### src/rtl/bemf_scheduler_pkg.sv
// Shared definitions for the back-EMF measurement scheduler.
//
// Contents:
//   AXES, ADC_W, AXIS_W    - axis count, ADC sample width, axis index width
//   schedState_t           - scheduler FSM state encoding
//   nextEnabledAxis()      - round-robin priority search. The register
//                            front-end decoder uses it as well.
package bemf_scheduler_pkg;

    localparam int AXES   = 4;
    localparam int ADC_W  = 10;
    localparam int AXIS_W = $clog2(AXES);

    typedef enum logic [2:0] {
        ST_IDLE,
        ST_WAIT,
        ST_FLOAT,
        ST_START,
        ST_CONV,
        ST_RESTORE
    } schedState_t;

    // Finds the lowest enabled axis strictly after 'last', wrapping from the
    // top axis back to axis 0. The offset runs from 1 to AXES, so 'last'
    // itself is the final candidate: a mask holding only 'last' selects it
    // again. An empty mask returns 'last'.
    function automatic logic [AXIS_W-1:0] nextEnabledAxis(
        input logic [AXES-1:0]   mask,
        input logic [AXIS_W-1:0] last
    );
        logic [AXIS_W-1:0] idx;
        logic              found;
        nextEnabledAxis = last;
        found           = 1'b0;
        for (int i = 1; i <= AXES; i++) begin
            idx = last + AXIS_W'(i);
            if (!found && mask[idx]) begin
                nextEnabledAxis = idx;
                found           = 1'b1;
            end
        end
    endfunction

endpackage

### src/rtl/bemf_rr_pick.sv
// Combinational round-robin axis selector.
//
// Ports:
//   mask     in  AXES    participating axes
//   last     in  AXIS_W  most recently measured axis
//   nextAxis out AXIS_W  next axis to measure
//   wrap     out 1       no enabled axis has an index above 'last',
//                        so 'last' closes the current sweep
module bemf_rr_pick
    import bemf_scheduler_pkg::*;
(
    input  logic [AXES-1:0]   mask,
    input  logic [AXIS_W-1:0] last,
    output logic [AXIS_W-1:0] nextAxis,
    output logic              wrap
);

    // Selects the next axis and flags whether 'last' is the top of the sweep.
    always_comb begin
        nextAxis = nextEnabledAxis(mask, last);
        wrap     = 1'b1;
        for (int i = 0; i < AXES; i++) begin
            if ((AXIS_W'(i) > last) && mask[i]) begin
                wrap = 1'b0;
            end
        end
    end

endmodule

### src/rtl/bemf_scheduler.sv
// Round-robin back-EMF measurement scheduler. The four motor axes share one
// BEMF ADC. Once per measurement period the scheduler floats one enabled
// axis. It waits the settle time, runs one conversion, re-drives the axis
// and publishes the sample.
//
// Ports:
//   Clk, Reset      system clock, synchronous active-high reset
//   Enable          scheduler run enable
//   AxisEnable      per-axis participation mask
//   SettleCycles    float time before the conversion starts
//   PeriodCycles    spacing between the starts of consecutive measurements
//   Active          per-axis drive enable (0 = floating for measurement)
//   AdcStart/Chan   one-cycle conversion request and its channel
//   AdcDone/Data    conversion-complete strobe and its result
//   SampleValid     one-cycle publish strobe; SampleAxis/Data held until
//                   the next publish
//   TimeoutErr      sticky, set when a conversion times out
//   IntStatus       sticky, set once per completed sweep
//   IntReset        clears both sticky flags; a set in the same cycle wins
module bemf_scheduler
    import bemf_scheduler_pkg::*;
#(
    parameter int TIMEOUT = 1023
) (
    input  logic              Clk,
    input  logic              Reset,
    input  logic              Enable,
    input  logic [AXES-1:0]   AxisEnable,
    input  logic [7:0]        SettleCycles,
    input  logic [15:0]       PeriodCycles,
    output logic [AXES-1:0]   Active,
    output logic              AdcStart,
    output logic [AXIS_W-1:0] AdcChan,
    input  logic              AdcDone,
    input  logic [ADC_W-1:0]  AdcData,
    output logic              SampleValid,
    output logic [AXIS_W-1:0] SampleAxis,
    output logic [ADC_W-1:0]  SampleData,
    output logic              TimeoutErr,
    output logic              IntStatus,
    input  logic              IntReset
);

    localparam int TO_W = $clog2(TIMEOUT + 1);

    schedState_t       state, nextState;
    logic [15:0]       periodCnt;
    logic [7:0]        settleCnt;
    logic [TO_W-1:0]   toCnt;
    logic [AXIS_W-1:0] axis, axisNext, pickNext;
    logic              pickWrap;
    logic              periodExpired, enterFloat, capture, timeout, sweepDone;

    // Searching from the current axis yields both the next axis and the
    // sweep-complete flag for the axis being restored.
    bemf_rr_pick uPick (
        .mask     (AxisEnable),
        .last     (axis),
        .nextAxis (pickNext),
        .wrap     (pickWrap)
    );

    // A count of 1 or less means the period elapses this cycle. The next
    // FLOAT therefore starts exactly PeriodCycles after the previous one. If
    // the count ran out during a long measurement, RESTORE goes straight to
    // FLOAT.
    always_comb begin
        nextState     = state;
        capture       = 1'b0;
        timeout       = 1'b0;
        periodExpired = (periodCnt <= 16'd1);
        if (!Enable) begin
            nextState = ST_IDLE;
        end else begin
            case (state)
                ST_IDLE: begin
                    if (AxisEnable != '0) nextState = ST_WAIT;
                end
                ST_WAIT: begin
                    if (AxisEnable == '0)   nextState = ST_IDLE;
                    else if (periodExpired) nextState = ST_FLOAT;
                end
                ST_FLOAT: begin
                    if (!AxisEnable[axis])     nextState = ST_RESTORE;
                    else if (settleCnt == '0)  nextState = ST_START;
                end
                ST_START: begin
                    if (!AxisEnable[axis]) nextState = ST_RESTORE;
                    else                   nextState = ST_CONV;
                end
                ST_CONV: begin
                    if (!AxisEnable[axis]) begin
                        nextState = ST_RESTORE;
                    end else if (AdcDone) begin
                        nextState = ST_RESTORE;
                        capture   = 1'b1;
                    end else if (toCnt == TO_W'(TIMEOUT - 1)) begin
                        nextState = ST_RESTORE;
                        timeout   = 1'b1;
                    end
                end
                ST_RESTORE: begin
                    if ((AxisEnable != '0) && periodExpired) nextState = ST_FLOAT;
                    else                                     nextState = ST_WAIT;
                end
                default: nextState = ST_IDLE;
            endcase
        end
        enterFloat = (nextState == ST_FLOAT) && (state != ST_FLOAT);
        axisNext   = enterFloat ? pickNext : axis;
        sweepDone  = (state == ST_RESTORE) && AxisEnable[axis] && pickWrap;
    end

    // State register.
    always_ff @(posedge Clk) begin
        if (Reset) state <= ST_IDLE;
        else       state <= nextState;
    end

    // Axis register. It resets to the top axis, so the first pick is the
    // lowest enabled axis.
    always_ff @(posedge Clk) begin
        if (Reset) axis <= AXIS_W'(AXES - 1);
        else       axis <= axisNext;
    end

    // Period counter. It loads on leaving IDLE and on every FLOAT entry, and
    // otherwise runs down to zero.
    always_ff @(posedge Clk) begin
        if (Reset) begin
            periodCnt <= '0;
        end else if (enterFloat || (state == ST_IDLE && nextState == ST_WAIT)) begin
            periodCnt <= PeriodCycles;
        end else if (periodCnt != '0) begin
            periodCnt <= periodCnt - 16'd1;
        end
    end

    // Settle and conversion-timeout counters.
    always_ff @(posedge Clk) begin
        if (Reset) begin
            settleCnt <= '0;
            toCnt     <= '0;
        end else begin
            if (enterFloat)                               settleCnt <= SettleCycles;
            else if (state == ST_FLOAT && settleCnt != '0) settleCnt <= settleCnt - 8'd1;
            if (nextState == ST_CONV && state != ST_CONV)  toCnt <= '0;
            else if (state == ST_CONV && toCnt != TO_W'(TIMEOUT - 1))
                toCnt <= toCnt + TO_W'(1);
        end
    end

    // Registered outputs, derived from the next state so that they line up
    // with the state they describe.
    always_ff @(posedge Clk) begin
        if (Reset) begin
            Active      <= '1;
            AdcStart    <= 1'b0;
            AdcChan     <= '0;
            SampleValid <= 1'b0;
            SampleAxis  <= '0;
            SampleData  <= '0;
            TimeoutErr  <= 1'b0;
            IntStatus   <= 1'b0;
        end else begin
            if (nextState inside {ST_FLOAT, ST_START, ST_CONV})
                Active <= ~(AXES'(1) << axisNext);
            else
                Active <= '1;
            AdcStart    <= (nextState == ST_START);
            if (enterFloat) AdcChan <= pickNext;
            SampleValid <= capture;
            if (capture) begin
                SampleAxis <= axis;
                SampleData <= AdcData;
            end
            TimeoutErr <= timeout   | (TimeoutErr & ~IntReset);
            IntStatus  <= sweepDone | (IntStatus  & ~IntReset);
        end
    end

endmodule

### config.mk
export PLATFORM = sky130hd
export DESIGN_NAME = bemf_scheduler
export DESIGN_NICKNAME = d
export VERILOG_FILES = /design/src/rtl/bemf_scheduler_pkg.sv /design/src/rtl/bemf_rr_pick.sv /design/src/rtl/bemf_scheduler.sv
export SDC_FILE = /design/constraint.sdc
export NUM_CORES = 1
export LEC_CHECK = 0
export ABC_AREA = 1
export BUFFER_PORTS_ARGS = -buffer_cell sky130_fd_sc_hd__buf_4
export CORE_MARGIN = 1
export CORE_UTILIZATION = 38
export CTS_CLUSTER_DIAMETER = 50
export DETAILED_ROUTE_END_ITERATION = 16
export PLACE_DENSITY = 0.62
export SYNTH_ARGS = -nofsm -noshare
export SYNTH_HDL_FRONTEND = slang
export SYNTH_SLANG_ARGS = --single-unit
### constraint.sdc
create_clock -name Clk -period 2.4 [get_ports Clk]
set_clock_uncertainty 0.15 [all_clocks]
set_input_delay 0.12 -clock Clk [delete_from_list [all_inputs] [get_ports Clk]]
set_output_delay 0.12 -clock Clk [all_outputs]
set_load 0.02 [all_outputs]
==> results of run 1 <==
==> logic make-up (layout without fill, tap and decap cells) <==
family          after synthesis  in the layout  share of synthesized area [%]
compound gates               77             77                          13.51
simple gates                230            230                          34.16
flops                        61             61                          35.92
buf+inv                      60            180                          7.803
fa+ha+maj                     8              8                          2.945
xor+xnor                     22             22                          5.668
==> critical path, cell delays in order, from the launching register on <==
cell and delay [ns]:
dfxtp_1 0.33, inv_2 0.08, ha_1 0.18, nand2_1 0.10, nor2_2 0.14, nand2_1 0.10, nand2_1 0.10, nand3_2 0.09
a21oi_4 0.19, nand3_4 0.19, buf_8 0.20, nand2_4 0.09, inv_2 0.05, nor2_1 0.09, nor2_1 0.04
==> state kept, by name, indices dropped and copies added, names as in the netlist <==
signal,cells
IntStatus,1
axis,2
AdcChan,2
toCnt,10
state,3
SampleValid,1
Active,4
SampleData,10
settleCnt,8
periodCnt,16
AdcStart,1
TimeoutErr,1
SampleAxis,2
==> Yosys cell counts <==
cell	instances	area [µm²]
a21oi_4	1	16.27
ha_1	8	100.1
nand3_2	2	20.02
nand2_1	71	266.5
nor3_4	1	16.27
a21oi_1	24	120.1
o2111ai_1	1	8.760
clkbuf_1	7	26.28
nor2_1	59	221.5
o21ai_0	22	110.1
a31oi_1	1	6.260
o31ai_1	1	7.510
a211oi_1	1	7.510
xnor2_1	4	35.03
nand3_1	23	115.1
buf_2	3	15.01
buf_6	3	33.78
nor2_8	1	20.02
o21ai_1	12	60.06
nor2_4	2	22.52
nor4_1	2	12.51
nor3b_1	2	15.01
inv_4	1	6.260
and3_1	2	12.51
nand4_1	24	150.1
inv_2	9	33.78
buf_8	1	15.01
xor2_1	18	157.7
clkinv_1	1	3.750
dfxtp_1	61	1221
or2_0	1	6.260
a21oi_2	13	113.9
or2_2	4	25.02
o21ai_2	1	8.760
nand3_4	2	35.03
nand2_4	4	45.04
nor3_1	8	40.04
inv_1	35	131.4
nand2_2	16	100.1
nor2_2	6	37.54
==> power by group <==
group	total, µW	switching [µW]	leakage [µW]	internal [µW]
registers	1110	52.3	0.000494	1060
clock network	892	490	0.0000947	401
logic	561	293	0.00145	268
==> area by class of cell <==
class	instances	share of cell area, %
clock buffers	9	2.646
clock inverters	7	1.390
inverters	46	3.742
multi-input cells	337	41.30
flip-flops and latches	61	26.20
well taps	108	2.887
repair buffers	118	21.84
==> worst max-delay path by stage <==
stage,endpoint,depth (start not counted),slack [ns],from
global placement,Active[2]$_SDFF_PP1_,12,0.08,settleCnt[0]$_SDFFE_PP0P_
finish,settleCnt[0]$_SDFFE_PP0P_,14,0.16,settleCnt[0]$_SDFFE_PP0P_
CTS,Active[2]$_SDFF_PP1_,12,0.05,settleCnt[0]$_SDFFE_PP0P_
global route,settleCnt[4]$_SDFFE_PP0P_,14,-0.004,settleCnt[0]$_SDFFE_PP0P_
floorplan,periodCnt[11]$_SDFFE_PP0P_,13,0.33,settleCnt[0]$_SDFFE_PP0P_
detailed placement,Active[2]$_SDFF_PP1_,12,0.06,settleCnt[0]$_SDFFE_PP0P_
==> per-stage QoR <==
stage,power (µW),worst slack (ns)
after floorplan,1492,0.3344
after global placement,1625,0.08156
after detailed placement,1634,0.06251
after CTS,2583,0.04554
after global routing,2707,-0.003793
final,2563,0.1590
==> metal layers <==
layer	vias up	routed length (µm)	track usage, %
met1	1531	3892	23.56
met5	-	0	0
li1	1748	-	-
met3	10	281	5.243
met4	0	116	6.005
met2	56	4153	32.45
==> what timing repair did <==
action                                  4_1_cts  5_1_grt
endpoints found under the setup margin        0       30
hold buffers                                 38        0
hold endpoints to repair                     38        0
setup buffers                                 0        3
gates resized for setup                       0       12
==> cell usage in the layout (no fill, tap or decap), types with 7 or more instances in the layout <==
cell	synthesis	routed
nor2_2	6	7
o21ai_0	22	22
buf_4	0	76
xor2_1	18	18
inv_1	35	34
nor2_1	59	58
nand2_2	16	17
o21ai_1	12	12
a21oi_1	24	23
a21oi_2	13	14
ha_1	8	7
nor3_1	8	8
nand2_1	71	70
inv_2	9	10
dfxtp_1	61	59
clkbuf_8	0	9
nand3_1	23	23
dlygate4sd3_1	0	38
nand4_1	24	24
==> results by group, run 1 <==
Worst setup path
  • RR Startpoint: settleCnt[0]$_SDFFE_PP0P_
  • Crit end category: flip-flop
  • CP Data Required Time: 2.50 ns
  • Kind of critical path: flip-flop to flip-flop
  • Worst r2r path cells: 14
  • CP Max Fanout: 8
  • Critical Path AT: 2.34 ns
  • Worst r2r dst: settleCnt[0]$_SDFFE_PP0P_
  • Crit start category: flip-flop
  • R2R setup slack: 0.16 ns

STA
  • Final Max Slew Viols: 0
  • Final hold violations: 0
  • Transition time of the tightest slew-check pin: 0.4030 ns
  • Clock period minus worst slack: 2.241 ns
  • Max Fclk: 446.2 MHz
  • Setup tns final: 0 ns
  • Slew margin rel.: 73.13%
  • Period utilisation layout: 93.37%
  • # setup viols final: 0
  • Min Hold Slack: 0.02404 ns

Detailed routing
  • Drc violations: 0
  • Routed WL: 8444 µm
  • Antenna-violating nets left: 0
  • WL per Instance: 12.31 µm
  • Routed vias/inst: 4.876
  • Drt first pass iters: 4
  • Vias: 3,345
  • DR iter-0 viols: 101

Clock network
  • CTS Buffer Depth: 2
  • Worst-path clk slew: 0.09 ns
  • CTS tree: yes
  • Number of buffers created by CTS: 9
  • Sink Count: 61
  • Worst skew pair latency: 0.35 ns
  • Clk root buf: clkbuf_8
  • H-tree levels: 3

Pwr
  • Power Dens Cells: 547.6 nW/µm²
  • Worst vdd ir: 0.3149 mV
  • LEAKAGE: 0.002041 µW

Floorplanning
  • Die Area: 9329 µm²
  • Core area: 8678 µm²
  • Die width: 96.59 µm
  • Die Ht: 96.59 µm
  • # IOs: 65
  • Row count: 34
  • Initial Util: 39.17%

Placement
  • Inst Count DP: 628
  • DP Area: 4028 µm²
  • Port Buffer Count: 64
  • DP Wirelength: 5899 µm
  • GPL Wtd Cong: 0.8457

Worst hold path
  • Hold Crit Class: primary input to flip-flop
  • Worst hold endpoint: SampleValid$_SDFF_PP0_
  • Min-Delay Path Depth: 2
  • Hold Startpoint: Reset

Logic synthesis
  • Net Count, Synth: 509
  • Post-Syn Instances: 458
  • Cell variety after synth: 40
  • Number of synthesized register bits: 61
  • Post-synthesis sequential area ratio: 35.92%
  • Post-Syn Area: 3400 µm²
  • Post-Syn Area per Cell: 7.423 µm²
  • Yosys Warn Count: 0

Flow run
  • Max-cap viol count: 0

Cells and area
  • Multi-input gate area: 1933 µm²
  • Final instance area: 4681 µm²
  • Proportion of layout cells with a drive suffix above 1: 28.72%
  • Area growth syn-to-layout: 37.69%
  • # nets final: 624
  • Post-layout util: 53.94%
  • Fill cell count: 814
  • Storage cell area: 1226 µm²
  • ANT cells: 0
  • Post-route insts no fill: 686

GRT
  • First-pass GRT wire length: 13,710 µm
  • Grt ovf: 0
  • Vias in the first global route: 3,052
  • GRT Total Usage: 19.18%
  • Largest net degree at the start of global routing: 29
  • Initial antenna violation count: 0

Outcome
  • Status: finished clean
No activity file was read; power rests on OpenSTA's default activity.
==> run 2: changes to the inputs <==
--- a/config.mk
+++ b/config.mk
@@ -7,11 +7,14 @@
 export LEC_CHECK = 0
 export ABC_AREA = 1
 export BUFFER_PORTS_ARGS = -buffer_cell sky130_fd_sc_hd__buf_4
+export CELL_PAD_IN_SITES_DETAIL_PLACEMENT = 1
+export CELL_PAD_IN_SITES_GLOBAL_PLACEMENT = 1
 export CORE_MARGIN = 1
 export CORE_UTILIZATION = 38
+export CTS_BUF_LIST = sky130_fd_sc_hd__clkbuf_16
 export CTS_CLUSTER_DIAMETER = 50
 export DETAILED_ROUTE_END_ITERATION = 16
-export PLACE_DENSITY = 0.62
+export PLACE_DENSITY = 0.8
 export SYNTH_ARGS = -nofsm -noshare
 export SYNTH_HDL_FRONTEND = slang
 export SYNTH_SLANG_ARGS = --single-unit
==> results by group, run 2 (synthesis gave the netlist of run 1 again) <==
Clock network
  • Sink Count: 61
  • Number of buffers created by CTS: 9
  • Clk root buf: clkbuf_16
  • Worst-path clk slew: 0.06 ns
  • Worst skew pair latency: 0.34 ns
  • H-tree levels: 3
  • CTS tree: yes
  • CTS Buffer Depth: 2

Worst setup path
  • Cell family with most CP delay: simple AND/OR/NAND/NOR gates
  • Critical Path AT: 2.38 ns
  • CP dominant cell by count: nand2_2
  • Max stage delay on crit path: 0.31 ns
  • CP Max Fanout: 10
  • CP Data Required Time: 2.47 ns
  • Crit-path cells: inv_1 > ha_4 > nand2_2 > nor2_4 > nand3_1 > nand2_1 > nand2_2 > nand2_4 > nor2_8 > nand3_4 > nand2_8 > buf_12 > a21oi_1 > nor2_1
  • Kind of critical path: flip-flop to flip-flop
  • Crit end category: flip-flop
  • Crit start category: flip-flop
  • CP max-delay cell: dfxtp_1
  • Buf/Inv on CP: 2

Cells and area
  • Post-route insts no fill: 681
  • Area growth syn-to-layout: 41.59%
  • Proportion of layout cells with a drive suffix above 1: 29.32%
  • Biggest regs: periodCnt (16), SampleData (10), toCnt (10)
  • Fill cell count: 1,077
  • Most common cell after layout, fill and taps aside: buf_4
  • Most frequent cells in the layout: buf_4, nand2_1, dfxtp_1
  • ANT cells: 0
  • # nets final: 619
  • Post-layout util: 55.46%
  • Largest Register: periodCnt
  • Number of flip-flops in the largest register: 16

Outcome
  • Status: finished clean

GRT
  • Largest net degree at the start of global routing: 29
  • Grt ovf: 0
  • Initial antenna violation count: 0
  • First-pass GRT wire length: 17,290 µm
  • GRT Total Usage: 24.34%
  • Vias in the first global route: 3,719

STA
  • Transition time of the tightest slew-check pin: 0.4056 ns
  • Max Fclk: 432.6 MHz
  • Min Hold Slack: 0.02716 ns
  • # setup viols final: 0
  • Clock period minus worst slack: 2.312 ns
  • Final hold violations: 0
  • Slew margin rel.: 72.96%
  • Final Max Slew Viols: 0
  • Setup tns final: 0 ns
  • Period utilisation layout: 96.32%

Placement
  • GPL Wtd Cong: 0.8416
  • DP Wirelength: 7020 µm
  • Inst Count DP: 627
  • Port Buffer Count: 64

Floorplanning
  • # IOs: 65
  • Core area: 8678 µm²
  • Die Area: 9329 µm²
  • Die width: 96.59 µm
  • Die Ht: 96.59 µm
  • Initial Util: 39.17%
  • Row count: 34

Detailed routing
  • WL per Instance: 16.48 µm
  • Routed vias/inst: 5.203
  • Drt first pass iters: 4
  • Drc violations: 0
  • Antenna-violating nets left: 0
  • Vias: 3,543
  • DR iter-0 viols: 151
  • Routed WL: 11,220 µm

Pwr
  • Total power: 3159 µW
  • Power Dens Cells: 656.4 nW/µm²
  • Worst vdd ir: 0.3430 mV
  • LEAKAGE: 0.002078 µW

Worst hold path
  • Hold Crit Class: primary input to flip-flop

Flow run
  • Max-cap viol count: 0
==> run 2: cell type report <==
class                           count  area, µm²  share of cell area [%]
Sequential cell                    61       1226                   25.47
Inverter                           46      175.2                   3.639
Clock buffer                        9      225.2                   4.679
Multi-Input combinational cell    337       1973                   40.99
Tap cell                          108      135.1                   2.807
Timing Repair Buffer              113      979.7                   20.35
Clock inverter                      7      98.84                   2.054
==> run 2: metrics by stage <==
step / worst slack (ns) / cell area (µm²)
after floorplan: 0.3344 / 3400
after global placement: 0.05460 / 4020
after detailed placement: -0.0009208 / 4020
after CTS: 0.04046 / 4710
after global routing: -0.04410 / 4813
final: 0.08833 / 4813
==> run 2: routing by layer <==
metal	GRT usage, %	up-vias	wire length (µm)
met3	4.538	23	389
met5	0	-	0
met4	9.926	0	269
met1	27.80	1713	4674
li1	-	1725	-
met2	44.25	82	5890
==> run 2: where the power goes <==
group          leakage (µW)  switching [µW]  internal [µW]  total [µW]
Combinational       0.00144             342            278         619
Sequential         0.000496            60.7           1060        1120
Clock              0.000144             508            912        1420
==> run 2: worst paths after layout <==
| kind | cells after the start | startpoint | slack, ns | endpoint |
|---|---|---|---|---|
| hold reg to reg | 2 | AdcChan[1]$_SDFFE_PP0P_ | 0.32 | AdcChan[1]$_SDFFE_PP0P_ |
| setup / recovery | 14 | settleCnt[0]$_SDFFE_PP0P_ | 0.09 | periodCnt[15]$_SDFFE_PP0P_ |
| hold / removal | 5 | PeriodCycles[1] | 0.03 | periodCnt[1]$_SDFFE_PP0P_ |
| setup reg to reg | 14 | settleCnt[0]$_SDFFE_PP0P_ | 0.09 | periodCnt[15]$_SDFFE_PP0P_ |
==> run 2: worst reg2reg max path: stages, from the launching register on <==
cell and delay, ns:
dfxtp_1 0.31, inv_1 0.14, ha_4 0.17, nand2_2 0.09
nor2_4 0.14, nand3_1 0.12, nand2_1 0.10, nand2_2 0.06
nand2_4 0.10, nor2_8 0.05, nand3_4 0.18, nand2_8 0.10
buf_12 0.16, a21oi_1 0.22, nor2_1 0.09
==> run 2: repair_timing <==
| item | CTS | global route |
|---|---|---|
| cloned | 0 | 1 |
| hold buffers | 36 | 0 |
| setup buffers | 0 | 1 |
| endpoints found under the setup margin | 5 | 29 |
| resized for setup | 2 | 18 |
| pin swaps | 0 | 5 |
| hold endpoints to repair | 36 | 0 |
==> run 3: changes to the inputs <==
--- a/config.mk
+++ b/config.mk
@@ -8,13 +8,14 @@
 export ABC_AREA = 1
 export BUFFER_PORTS_ARGS = -buffer_cell sky130_fd_sc_hd__buf_4
 export CELL_PAD_IN_SITES_DETAIL_PLACEMENT = 1
-export CELL_PAD_IN_SITES_GLOBAL_PLACEMENT = 1
+export CELL_PAD_IN_SITES_GLOBAL_PLACEMENT = 2
 export CORE_MARGIN = 1
-export CORE_UTILIZATION = 38
+export CORE_UTILIZATION = 30
 export CTS_BUF_LIST = sky130_fd_sc_hd__clkbuf_16
 export CTS_CLUSTER_DIAMETER = 50
 export DETAILED_ROUTE_END_ITERATION = 16
-export PLACE_DENSITY = 0.8
+export PLACE_DENSITY = 0.83
 export SYNTH_ARGS = -nofsm -noshare
 export SYNTH_HDL_FRONTEND = slang
+export SYNTH_HIERARCHICAL = 1
 export SYNTH_SLANG_ARGS = --single-unit
==> results by group, run 3 <==
Logic synthesis
  • Top_reg_cell synth: dfxtp_1
  • Area leader, netlist: dfxtp_1
  • Yosys top cell area share: 35.67%
  • Cell variety after synth: 32
  • Post-synthesis sequential area ratio: 35.67%
  • Post-Syn Area: 3423 µm²
  • Yosys Warn Count: 6
  • Net Count, Synth: 551
  • Post-Syn Instances: 500
  • Post-Syn Area per Cell: 6.847 µm²
  • Commonest cells post-synth: nand2_1, nor2_1, dfxtp_1
  • Most frequent cell after synthesis: nand2_1
  • Synth top area cells: dfxtp_1, nand2_1, nor2_1
  • Number of synthesized flops with an enable pin: 0
  • Number of synthesized register bits: 61
  • Ys async rst share: 0%

Floorplanning
  • Die Ht: 108.8 µm
  • Row count: 38
  • Die Area: 11,840 µm²
  • Die width: 108.8 µm
  • Core area: 10,980 µm²
  • # IOs: 65
  • Initial Util: 31.17%

STA
  • Slew margin rel.: 71.95%
  • # setup viols final: 0
  • Period utilisation layout: 91.45%
  • Setup ws final: 0.2052 ns
  • Transition time of the tightest slew-check pin: 0.4202 ns
  • Max Fclk: 455.6 MHz
  • Final Max Slew Viols: 0
  • Final hold violations: 0
  • Min Hold Slack: 0.02310 ns
  • Clock period minus worst slack: 2.195 ns

Pwr
  • LEAKAGE: 0.002183 µW
  • Clock share of power: 42.2%
  • Power Dens Cells: 616.3 nW/µm²
  • Switching pwr: 851.5 µW
  • Worst vdd ir: 0.3123 mV
  • Pint: 2131 µW
  • Switching share of power: 28.55%
  • Share of total power in sequential cells: 37.4%
  • Comb pwr share: 20.3%

Cells and area
  • Most common cell after layout, fill and taps aside: nand2_1
  • Most frequent cells in the layout: nand2_1, buf_4, nor2_1
  • # nets final: 666
  • Post-route insts no fill: 760
  • Final instance area: 4840 µm²
  • Post-layout util: 44.06%
  • Proportion of layout cells with a drive suffix above 1: 22.90%
  • ANT cells: 0
  • Biggest regs: periodCnt (16), SampleData (10), toCnt (10)
  • Area growth syn-to-layout: 41.37%
  • Number of flip-flops in the largest register: 16
  • Largest Register: periodCnt

Worst setup path
  • Buf/Inv on CP: 4
  • CP max-delay cell: dfxtp_1
  • CP Max Fanout: 14
  • Max stage delay on crit path: 0.34 ns
  • Crit start category: flip-flop
  • Cell family with most CP delay: simple AND/OR/NAND/NOR gates
  • Crit-path cells: inv_2 > ha_4 > inv_1 > nand2_1 > nand3_1 > nor2_4 > nand3_1 > nand2_1 > nand2_2 > nor2_4 > nand3_4 > buf_12 > nand2_1 > o21ai_4 > inv_1 > nand3_1
  • Crit end category: flip-flop
  • Kind of critical path: flip-flop to flip-flop
  • Critical Path AT: 2.25 ns
  • CP Data Required Time: 2.46 ns

Clock network
  • Clk root buf: clkbuf_16
  • Number of buffers created by CTS: 9
  • Worst skew pair latency: 0.34 ns
  • CTS Buffer Depth: 2
  • Worst-path clk slew: 0.06 ns
  • CTS tree: yes
  • H-tree levels: 3
  • Sink Count: 61

Placement
  • Port Buffer Count: 64
  • Setup slack after placement: -0.06333 ns
  • Inst Count DP: 704
  • DP Wirelength: 7182 µm
  • GPL Wtd Cong: 0.8385
  • DP Area: 4099 µm²

GRT
  • Vias in the first global route: 3,559
  • Initial antenna violation count: 0
  • GRT Total Usage: 18.12%
  • First-pass GRT wire length: 16,620 µm
  • Largest net degree at the start of global routing: 29
  • Grt ovf: 0

Detailed routing
  • Routed WL: 10,240 µm
  • Antenna-violating nets left: 0
  • Drt first pass iters: 4
  • Routed vias/inst: 4.624
  • Vias: 3,514
  • Drc violations: 0
  • WL per Instance: 13.47 µm
  • DR iter-0 viols: 133

Outcome
  • Status: finished clean

Worst hold path
  • Hold Crit Class: primary input to flip-flop

Flow run
  • Max-cap viol count: 0
run 3: worst paths after layout:
kind / from / end / slack, ns / depth (start not counted)
worst max register to register: periodCnt[0]$_SDFFE_PP0P_ / Active[2]$_SDFF_PP1_ / 0.21 / 16
worst min-delay path: AxisEnable[1] / IntStatus$_SDFF_PP0_ / 0.02 / 4
worst max-delay path: periodCnt[0]$_SDFFE_PP0P_ / Active[2]$_SDFF_PP1_ / 0.21 / 16
worst min register to register: AdcChan[0]$_SDFFE_PP0P_ / AdcChan[0]$_SDFFE_PP0P_ / 0.33 / 2
run 3: final cells by class:
| class | count | area [µm²] |
|---|---|---|
| clock inverter | 7 | 57.56 |
| tap | 140 | 175.2 |
| inverter | 64 | 242.7 |
| fill | 1382 | 6143 |
| multi-input combinational | 362 | 1919 |
| sequential | 61 | 1221 |
| clock buffer | 9 | 225.2 |
| timing repair buffer | 117 | 998.5 |
run 3: cell families after synthesis:
family          after synthesis  share of synthesized area [%]
compound gates               63                          10.09
xor+xnor                     23                          5.884
fa+ha+maj                     8                          2.924
buf+inv                      77                          9.320
flops                        61                          35.67
simple gates                268                          36.11
run 3: routing by layer:
layer / routed length, µm / GRT usage, %
met1: 4765 / 21.85
met4: 127 / 5.598
met5: 0 / 0
met3: 470 / 5.918
met2: 4874 / 30.42
run 3: what timing repair did:
| action | 4_1_cts | 5_1_grt |
|---|---|---|
| gates resized for setup | 1 | 11 |
| gates cloned | 0 | 1 |
| setup buffers | 0 | 3 |
| hold buffers | 36 | 0 |
| endpoints found under the hold margin | 36 | 0 |
| setup endpoints to repair | 12 | 29 |
| pin swaps | 0 | 2 |
run 3: power groups by stage:
stage / clock [µW] / combinational (µW) / sequential (µW)
2_1_floorplan: 0 / 379 / 1120
3_3_place_gp: 0 / 530 / 1130
3_5_place_dp: 0 / 547 / 1130
4_1_cts: 1290 / 597 / 1110
5_1_grt: 1340 / 680 / 1120
6_report: 1260 / 607 / 1120
run 3: stage by stage:
step,power (µW),TNS (ns)
2_1_floorplan,1501,0
3_3_place_gp,1664,0
3_5_place_dp,1681,-0.1599
4_1_cts,3001,0
5_1_grt,3146,-0.002104
6_report,2983,0
run 3: worst min-delay path: stages:
cell	delay [ns]
buf_4	0.11
a211oi_1	0.07
nand3_1	0.10
a21oi_1	0.06
